==> src/rtl/lc3_pkg.sv <==
// lc3_pkg: opcodes, EA mux encodings, op classes and sequencer states for the LC-3 memory sequencer
package lc3_pkg;
    localparam logic [3:0] OP_BR  = 4'h0;
    localparam logic [3:0] OP_LD  = 4'h2;
    localparam logic [3:0] OP_ST  = 4'h3;
    localparam logic [3:0] OP_JSR = 4'h4;
    localparam logic [3:0] OP_LDR = 4'h6;
    localparam logic [3:0] OP_STR = 4'h7;
    localparam logic [3:0] OP_LDI = 4'hA;
    localparam logic [3:0] OP_STI = 4'hB;
    localparam logic [3:0] OP_JMP = 4'hC;
    localparam logic [3:0] OP_LEA = 4'hE;

    typedef enum logic [2:0] {
        EA_NONE     = 3'b000,
        EA_PC_OFF9  = 3'b010,
        EA_PC_OFF11 = 3'b011,
        EA_RS1_ZERO = 3'b100,
        EA_RS1_OFF6 = 3'b101
    } ea_ctl_e;

    typedef enum logic [2:0] {CL_NONE, CL_LEA, CL_BR, CL_JUMP, CL_LOAD, CL_STORE, CL_IND} op_class_e;

    typedef enum logic [2:0] {S_IDLE, S_CALC, S_MEM1, S_MEM2, S_FIN} state_e;
endpackage

==> src/rtl/lc3_mem_sequencer_if.sv <==
// lc3_mem_sequencer_if: request/acknowledge memory port between the sequencer and memory
interface lc3_mem_sequencer_if;
    logic        req;
    logic        we;
    logic [15:0] addr;
    logic [15:0] wdata;
    logic [15:0] rdata;
    logic        ack;

    modport master(output req, we, addr, wdata, input rdata, ack);
    modport slave(input req, we, addr, wdata, output rdata, ack);
endinterface

==> src/rtl/lc3_ea_decode.sv <==
// lc3_ea_decode: maps IR[15:11] to the EA mux select and the sequencing class of the instruction
module lc3_ea_decode
    import lc3_pkg::*;
(
    input  logic [4:0] ir_hi,
    output ea_ctl_e    ea_ctl,
    output op_class_e  op_class
);
    // ir_hi[1] is IR[12], which separates loads from stores in every memory opcode pair
    always_comb begin
        ea_ctl   = EA_NONE;
        op_class = CL_NONE;
        case (ir_hi[4:1])
            OP_LD, OP_ST: begin
                ea_ctl   = EA_PC_OFF9;
                op_class = ir_hi[1] ? CL_STORE : CL_LOAD;
            end
            OP_LDR, OP_STR: begin
                ea_ctl   = EA_RS1_OFF6;
                op_class = ir_hi[1] ? CL_STORE : CL_LOAD;
            end
            OP_LDI, OP_STI: begin
                ea_ctl   = EA_PC_OFF9;
                op_class = CL_IND;
            end
            OP_LEA: begin
                ea_ctl   = EA_PC_OFF9;
                op_class = CL_LEA;
            end
            OP_BR: begin
                ea_ctl   = EA_PC_OFF9;
                op_class = CL_BR;
            end
            OP_JSR: begin
                ea_ctl   = ir_hi[0] ? EA_PC_OFF11 : EA_RS1_ZERO;
                op_class = CL_JUMP;
            end
            OP_JMP: begin
                ea_ctl   = EA_RS1_ZERO;
                op_class = CL_JUMP;
            end
            default: ;
        endcase
    end
endmodule

==> src/rtl/lc3_mem_sequencer.sv <==
// lc3_mem_sequencer: sequences EA selection, up to two memory accesses or a PC redirect per instruction
module lc3_mem_sequencer
    import lc3_pkg::*;
(
    input  logic                        clk,
    input  logic                        rst_n,
    input  logic                        start,
    input  logic [15:0]                 ir,
    input  logic [2:0]                  nzp,
    input  logic [15:0]                 ea,
    output logic [2:0]                  ea_control,
    input  logic [15:0]                 st_data,
    lc3_mem_sequencer_if.master         mem,
    output logic                        busy,
    output logic                        done,
    output logic                        reg_we,
    output logic [15:0]                 result,
    output logic                        pc_load,
    output logic [15:0]                 pc_target,
    output logic                        link
);
    state_e      state, state_n;
    logic [15:9] ir_r;
    logic [15:0] addr_r, wdata_r;
    ea_ctl_e     dec_ctl;
    op_class_e   op_class;

    lc3_ea_decode u_decode (.ir_hi(ir_r[15:11]), .ea_ctl(dec_ctl), .op_class(op_class));

    always_ff @(posedge clk or negedge rst_n)
        if (!rst_n) state <= S_IDLE;
        else        state <= state_n;

    always_comb begin
        state_n = state;
        case (state)
            S_IDLE: state_n = start ? S_CALC : S_IDLE;
            S_CALC: state_n = (op_class inside {CL_LOAD, CL_STORE, CL_IND}) ? S_MEM1 : S_FIN;
            S_MEM1: state_n = !mem.ack ? S_MEM1 : (op_class == CL_IND) ? S_MEM2 : S_FIN;
            S_MEM2: state_n = mem.ack ? S_FIN : S_MEM2;
            default: state_n = S_IDLE;
        endcase
    end

    // Result strobes are armed on entry to FIN and cleared when leaving it
    always_ff @(posedge clk or negedge rst_n)
        if (!rst_n) begin
            ir_r      <= '0;
            addr_r    <= '0;
            wdata_r   <= '0;
            result    <= '0;
            pc_target <= '0;
            reg_we    <= 1'b0;
            pc_load   <= 1'b0;
            link      <= 1'b0;
        end else begin
            if (state == S_IDLE && start) ir_r <= ir[15:9];
            if (state == S_FIN) begin
                reg_we  <= 1'b0;
                pc_load <= 1'b0;
                link    <= 1'b0;
            end
            if (state == S_CALC) begin
                addr_r  <= ea;
                wdata_r <= st_data;
                if (op_class == CL_LEA) begin
                    result <= ea;
                    reg_we <= 1'b1;
                end
                if (op_class == CL_JUMP || (op_class == CL_BR && |(ir_r[11:9] & nzp))) begin
                    pc_target <= ea;
                    pc_load   <= 1'b1;
                    link      <= ir_r[15:12] == OP_JSR;
                end
            end
            if (state == S_MEM1 && mem.ack && op_class == CL_IND) addr_r <= mem.rdata;
            if (mem.ack && ((state == S_MEM1 && op_class == CL_LOAD) || (state == S_MEM2 && !ir_r[12]))) begin
                result <= mem.rdata;
                reg_we <= 1'b1;
            end
        end

    assign ea_control = (state == S_CALC) ? dec_ctl : EA_NONE;
    assign busy       = state != S_IDLE;
    assign done       = state == S_FIN;
    assign mem.req    = state == S_MEM1 || state == S_MEM2;
    assign mem.we     = (state == S_MEM1 && op_class == CL_STORE) || (state == S_MEM2 && ir_r[12]);
    assign mem.addr   = addr_r;
    assign mem.wdata  = wdata_r;
endmodule
==> src/flat_wrapper.sv <==
// flat-port wrapper written by rule: the top's interface ports become plain ports
module lc3_mem_sequencer_flat import lc3_pkg::*;
  (clk, rst_n, start, ir, nzp, ea, ea_control, st_data, busy, done, reg_we, result, pc_load, pc_target, link, mem_req, mem_we, mem_addr, mem_wdata, mem_rdata, mem_ack);
  lc3_mem_sequencer_if mem_i ();
  input  logic clk;
  input  logic rst_n;
  input  logic start;
  input  logic [15:0] ir;
  input  logic [2:0] nzp;
  input  logic [15:0] ea;
  output logic [2:0] ea_control;
  input  logic [15:0] st_data;
  output logic busy;
  output logic done;
  output logic reg_we;
  output logic [15:0] result;
  output logic pc_load;
  output logic [15:0] pc_target;
  output logic link;
  output wire logic [$bits(mem_i.req)-1:0] mem_req;
  output wire logic [$bits(mem_i.we)-1:0] mem_we;
  output wire logic [$bits(mem_i.addr)-1:0] mem_addr;
  output wire logic [$bits(mem_i.wdata)-1:0] mem_wdata;
  input wire logic [$bits(mem_i.rdata)-1:0] mem_rdata;
  input wire logic [$bits(mem_i.ack)-1:0] mem_ack;
  assign mem_req = mem_i.req;
  assign mem_we = mem_i.we;
  assign mem_addr = mem_i.addr;
  assign mem_wdata = mem_i.wdata;
  assign mem_i.rdata = mem_rdata;
  assign mem_i.ack = mem_ack;
  lc3_mem_sequencer u_core (.clk(clk), .rst_n(rst_n), .start(start), .ir(ir), .nzp(nzp), .ea(ea), .ea_control(ea_control), .st_data(st_data), .mem(mem_i), .busy(busy), .done(done), .reg_we(reg_we), .result(result), .pc_load(pc_load), .pc_target(pc_target), .link(link));
endmodule
==> config.mk <==
export PLATFORM = sky130hd
export DESIGN_NAME = lc3_mem_sequencer_flat
export DESIGN_NICKNAME = d
export VERILOG_FILES = /design/src/rtl/lc3_pkg.sv /design/src/rtl/lc3_mem_sequencer_if.sv /design/src/rtl/lc3_ea_decode.sv /design/src/rtl/lc3_mem_sequencer.sv /design/src/flat_wrapper.sv
export SDC_FILE = /design/constraint.sdc
export NUM_CORES = 1
export LEC_CHECK = 0
export ABC_AREA = 1
export CORE_UTILIZATION = 44
export DETAILED_ROUTE_END_ITERATION = 12
export GPL_ROUTABILITY_DRIVEN = 0
export PLACE_DENSITY_LB_ADDON = 0.2
export RECOVER_POWER = 100
export SYNTH_ARGS = -nofsm -noshare
export SYNTH_HDL_FRONTEND = slang
export SYNTH_HIERARCHICAL = 1
export SYNTH_SLANG_ARGS = --single-unit
==> constraint.sdc <==
create_clock -name clk -period 3.1 [get_ports clk]
set_input_delay 0.93 -clock clk [delete_from_list [all_inputs] [get_ports clk]]
set_output_delay 0.93 -clock clk [all_outputs]
set_load 0.1 [all_outputs]
==> out/summary.log <==
[status] run status finished, violations left
[status] violations in the final reports capacitance limit, slew limit
[worst_setup_path] WP data arrival 1.98 ns
[sta] unrepaired setup endpoints after global routing false
[sta] highest clock rate 0.344 GHz
[grt] Congestion Overflow GR 0
[yosys] synthesized instance count 474
[worst_setup_path] worst reg2reg path startpoint u_core/state[1]$_DFF_PN0_
[yosys] count of distinct cell types in the synthesized netlist 24
[yosys] Syn. warnings 6
[yosys] Synth Net Count 545
[clock_tree] clock-pin slew of the registers on the worst-case setup and hold paths 0.08 ns
[floorplan] number of placed I/O pins 145
[place] detailed placement HPWL 7070 um
[place] Worst Setup Slack post-DPL 0.397 ns
[clock_tree] H-tree lvl count 3
[sta] transition at the pin with the smallest max-transition slack 2.01 ns
[yosys] Cell Area, Synth 3690 um2
[grt] number of global-route vias before repair 3306
[yosys] Area contributors post-synth dfrtp_1 (52%), nand2_1 (23%), nand3_1 (3.4%), a21boi_0 (3.3%), inv_1 (3.3%)
[worst_setup_path] nature of the critical path startpoint flop
[yosys] primary flip-flop cell chosen by synthesis mapping dfrtp_1
[final_layout] Nets 677
[clock_tree] number of clock sinks 77
[drt] via count normalized by instance count 4.93
[worst_setup_path] first element of the critical path u_core/state[1]$_DFF_PN0_
[clock_tree] CTS buffer count 9
[final_layout] area overhead of the layout relative to synthesis 32.2%
[sta] Worst slew margin -34.3%
[drt] wire length reported by the detailed router 9820 um
[grt] first-pass GRT wire length 15900 um
[sta] final critical delay including setup and external delays 2.91 ns
[drt] initial DRC count 368
[sta] Final Hold Violating Endpoints 0
[worst_setup_path] Worst Path Max Fanout 20
[final_layout] Antenna diodes 0
[drt] ANT nets after route 0
[yosys] total of flip-flops plus latches after synthesis 77
[drt] DR vias 3529
[sta] clock tree skew after final layout 0.0134 ns
[yosys] number of enable-type register cells in the synthesized netlist 0
[yosys] fraction of registers with async set/reset 100%
[floorplan] effective utilization at floorplan 45.1%
[yosys] largest area contributor in the netlist dfrtp_1
[sta] smallest setup slack after layout 0.195 ns
[final_layout] area of the multi-input gates 1530 um2
[floorplan] total die area 8760 um2
[drt] iteration count of the initial detailed-routing pass 5
[worst_setup_path] required time of the critical path 2.17 ns
[clock_tree] Clock Root Buffer clkbuf_8
[clock_tree] number of instances resized during post-cts repair 0
[final_layout] share of layout cells above drive strength 1 6.55%
[grt] number of antenna violations at the first check in global routing 0
[clock_tree] TritonCTS clock tree built
[place] buffers added on ports 135
[final_layout] fill count 840
[worst_setup_path] Crit. End Element output port
[clock_tree] latest clock arrival within the worst-skew pair 0.35 ns
[grt] maximum number of pins on one net before global-route repair 53
[worst_setup_path] start-to-end type of the worst setup path flop to output port
[hold_path] origin of the worst min-delay path u_core/mem.wdata[11]$_DFFE_PN0P_
[sta] hold slack final 0.473 ns
[clock_tree] CTS Hold Bufs 0
[yosys] share of the yosys chip area belonging to registers 52.2%
[drt] DRC 0
[grt] Global Route Usage Sum 23.4%
[clock_tree] maximum count of clock buffers along a single path 2
[floorplan] # rows 33
[final_layout] core utilization of the finished layout 59.7%
[final_layout] area taken by flip-flops and latches 1930 um2
[floorplan] core box area 8180 um2
[sta] total of endpoints with negative setup slack in the final report 0
[clock_tree] setup repair bufs after CTS 0
[floorplan] die span in x 93.6 um
[yosys] average instance area after synthesis 7.78 um2
[hold_path] type of the worst min-delay path flop to flop
[run] number of maximum-capacitance constraint violations 1
[sta] Final Max Tran Viols 36
[final_layout] fin cells 716
[yosys] Synth top area share 52.2%
[drt] WL/cell 13.7 um
[place] number of placed instances, taps included 700
[floorplan] die height 93.6 um
[sta] portion of the clock cycle consumed by the worst path in the final layout 93.7%
## registers in the layout (all words and copies together), names as in the netlist
signal,cells
u_core/ir_r,7
u_core/link,1
u_core/mem.addr,16
u_core/mem.wdata,16
u_core/pc_load,1
u_core/pc_target,16
u_core/reg_we,1
u_core/result,16
u_core/state,3
## final timing paths
kind                                                    end  slack, ns  cells after the start
min                        u_core/mem.wdata[11]$_DFFE_PN0P_       0.47                      2
min reg2reg                u_core/mem.wdata[11]$_DFFE_PN0P_       0.47                      2
max in group asynchronous    u_core/mem.addr[4]$_DFFE_PN0P_       0.80                      1
min in group asynchronous  u_core/pc_target[11]$_DFFE_PN0P_       1.13                      1
max                                           ea_control[2]       0.19                      4
max reg2reg                           u_core/link$_DFF_PN0_       0.50                      5
## worst max-delay path: stages, from the launching register on
cell,delay (ns)
dfrtp_1,0.44
nor3_1,0.29
inv_1,0.36
nor2_1,0.18
clkbuf_4,0.35
## final cells by class
class                           instances  area share [%]
Tap cell                              105            2.69
Sequential cell                        77            39.5
Clock inverter                          7            1.51
Multi-Input combinational cell        342            31.3
Clock buffer                            9            2.54
Timing Repair Buffer                  141            19.8
Inverter                               35            2.69
## cell usage after synthesis, types with 3 or more instances
cell type  count
dfrtp_1       77
nor2_1        16
a21boi_0      16
nand2_1      226
nand3_1       25
inv_1         32
o21ai_0       23
clkbuf_1      13
a21oi_1        4
buf_2          5
inv_2          3
nand4_1       16
mux2_2         5
## metrics by stage
stage	area, um2	TNS, ns
detailed placement	5010	0
CTS	5200	0
global route	4880	0
global placement	5010	0
finish	4880	0
floorplan	3690	-0.456
## layer usage
layer  GRT usage [%]  up-vias  routed length, um
li1                -     1766                  -
met1            33.7     1625               4660
met2            33.3      126               4270
met3            7.24       12                767
met4            7.95        0                120
met5               0        -                  0
## cell families (layout without fill, tap and decap cells)
logic type             Yosys count  count (layout)  synth area share [%]
buffers and inverters           55             192                  5.97
AOI/OAI and AO/OA               46              46                  7.46
muxes                            5               5                  1.53
and+or+nand+nor                291             291                  32.8
DFF                             77              77                  52.2
## cells in the final DEF, fill, tap and decap left out, drive strengths merged, types with 6 or more instances in the layout
cell type,Yosys,routed
clkdlybuf4s50,0,59
nand4,16,16
a21boi,16,16
buf,7,6
nand2,226,226
clkbuf,13,84
nor2,18,18
inv,35,36
dfrtp,77,77
nand3,27,27
o21ai,24,24
Power is left out: the tool's default activity adds up to more than one toggle a clock period on the data nets, which glitch-free logic cannot reach.
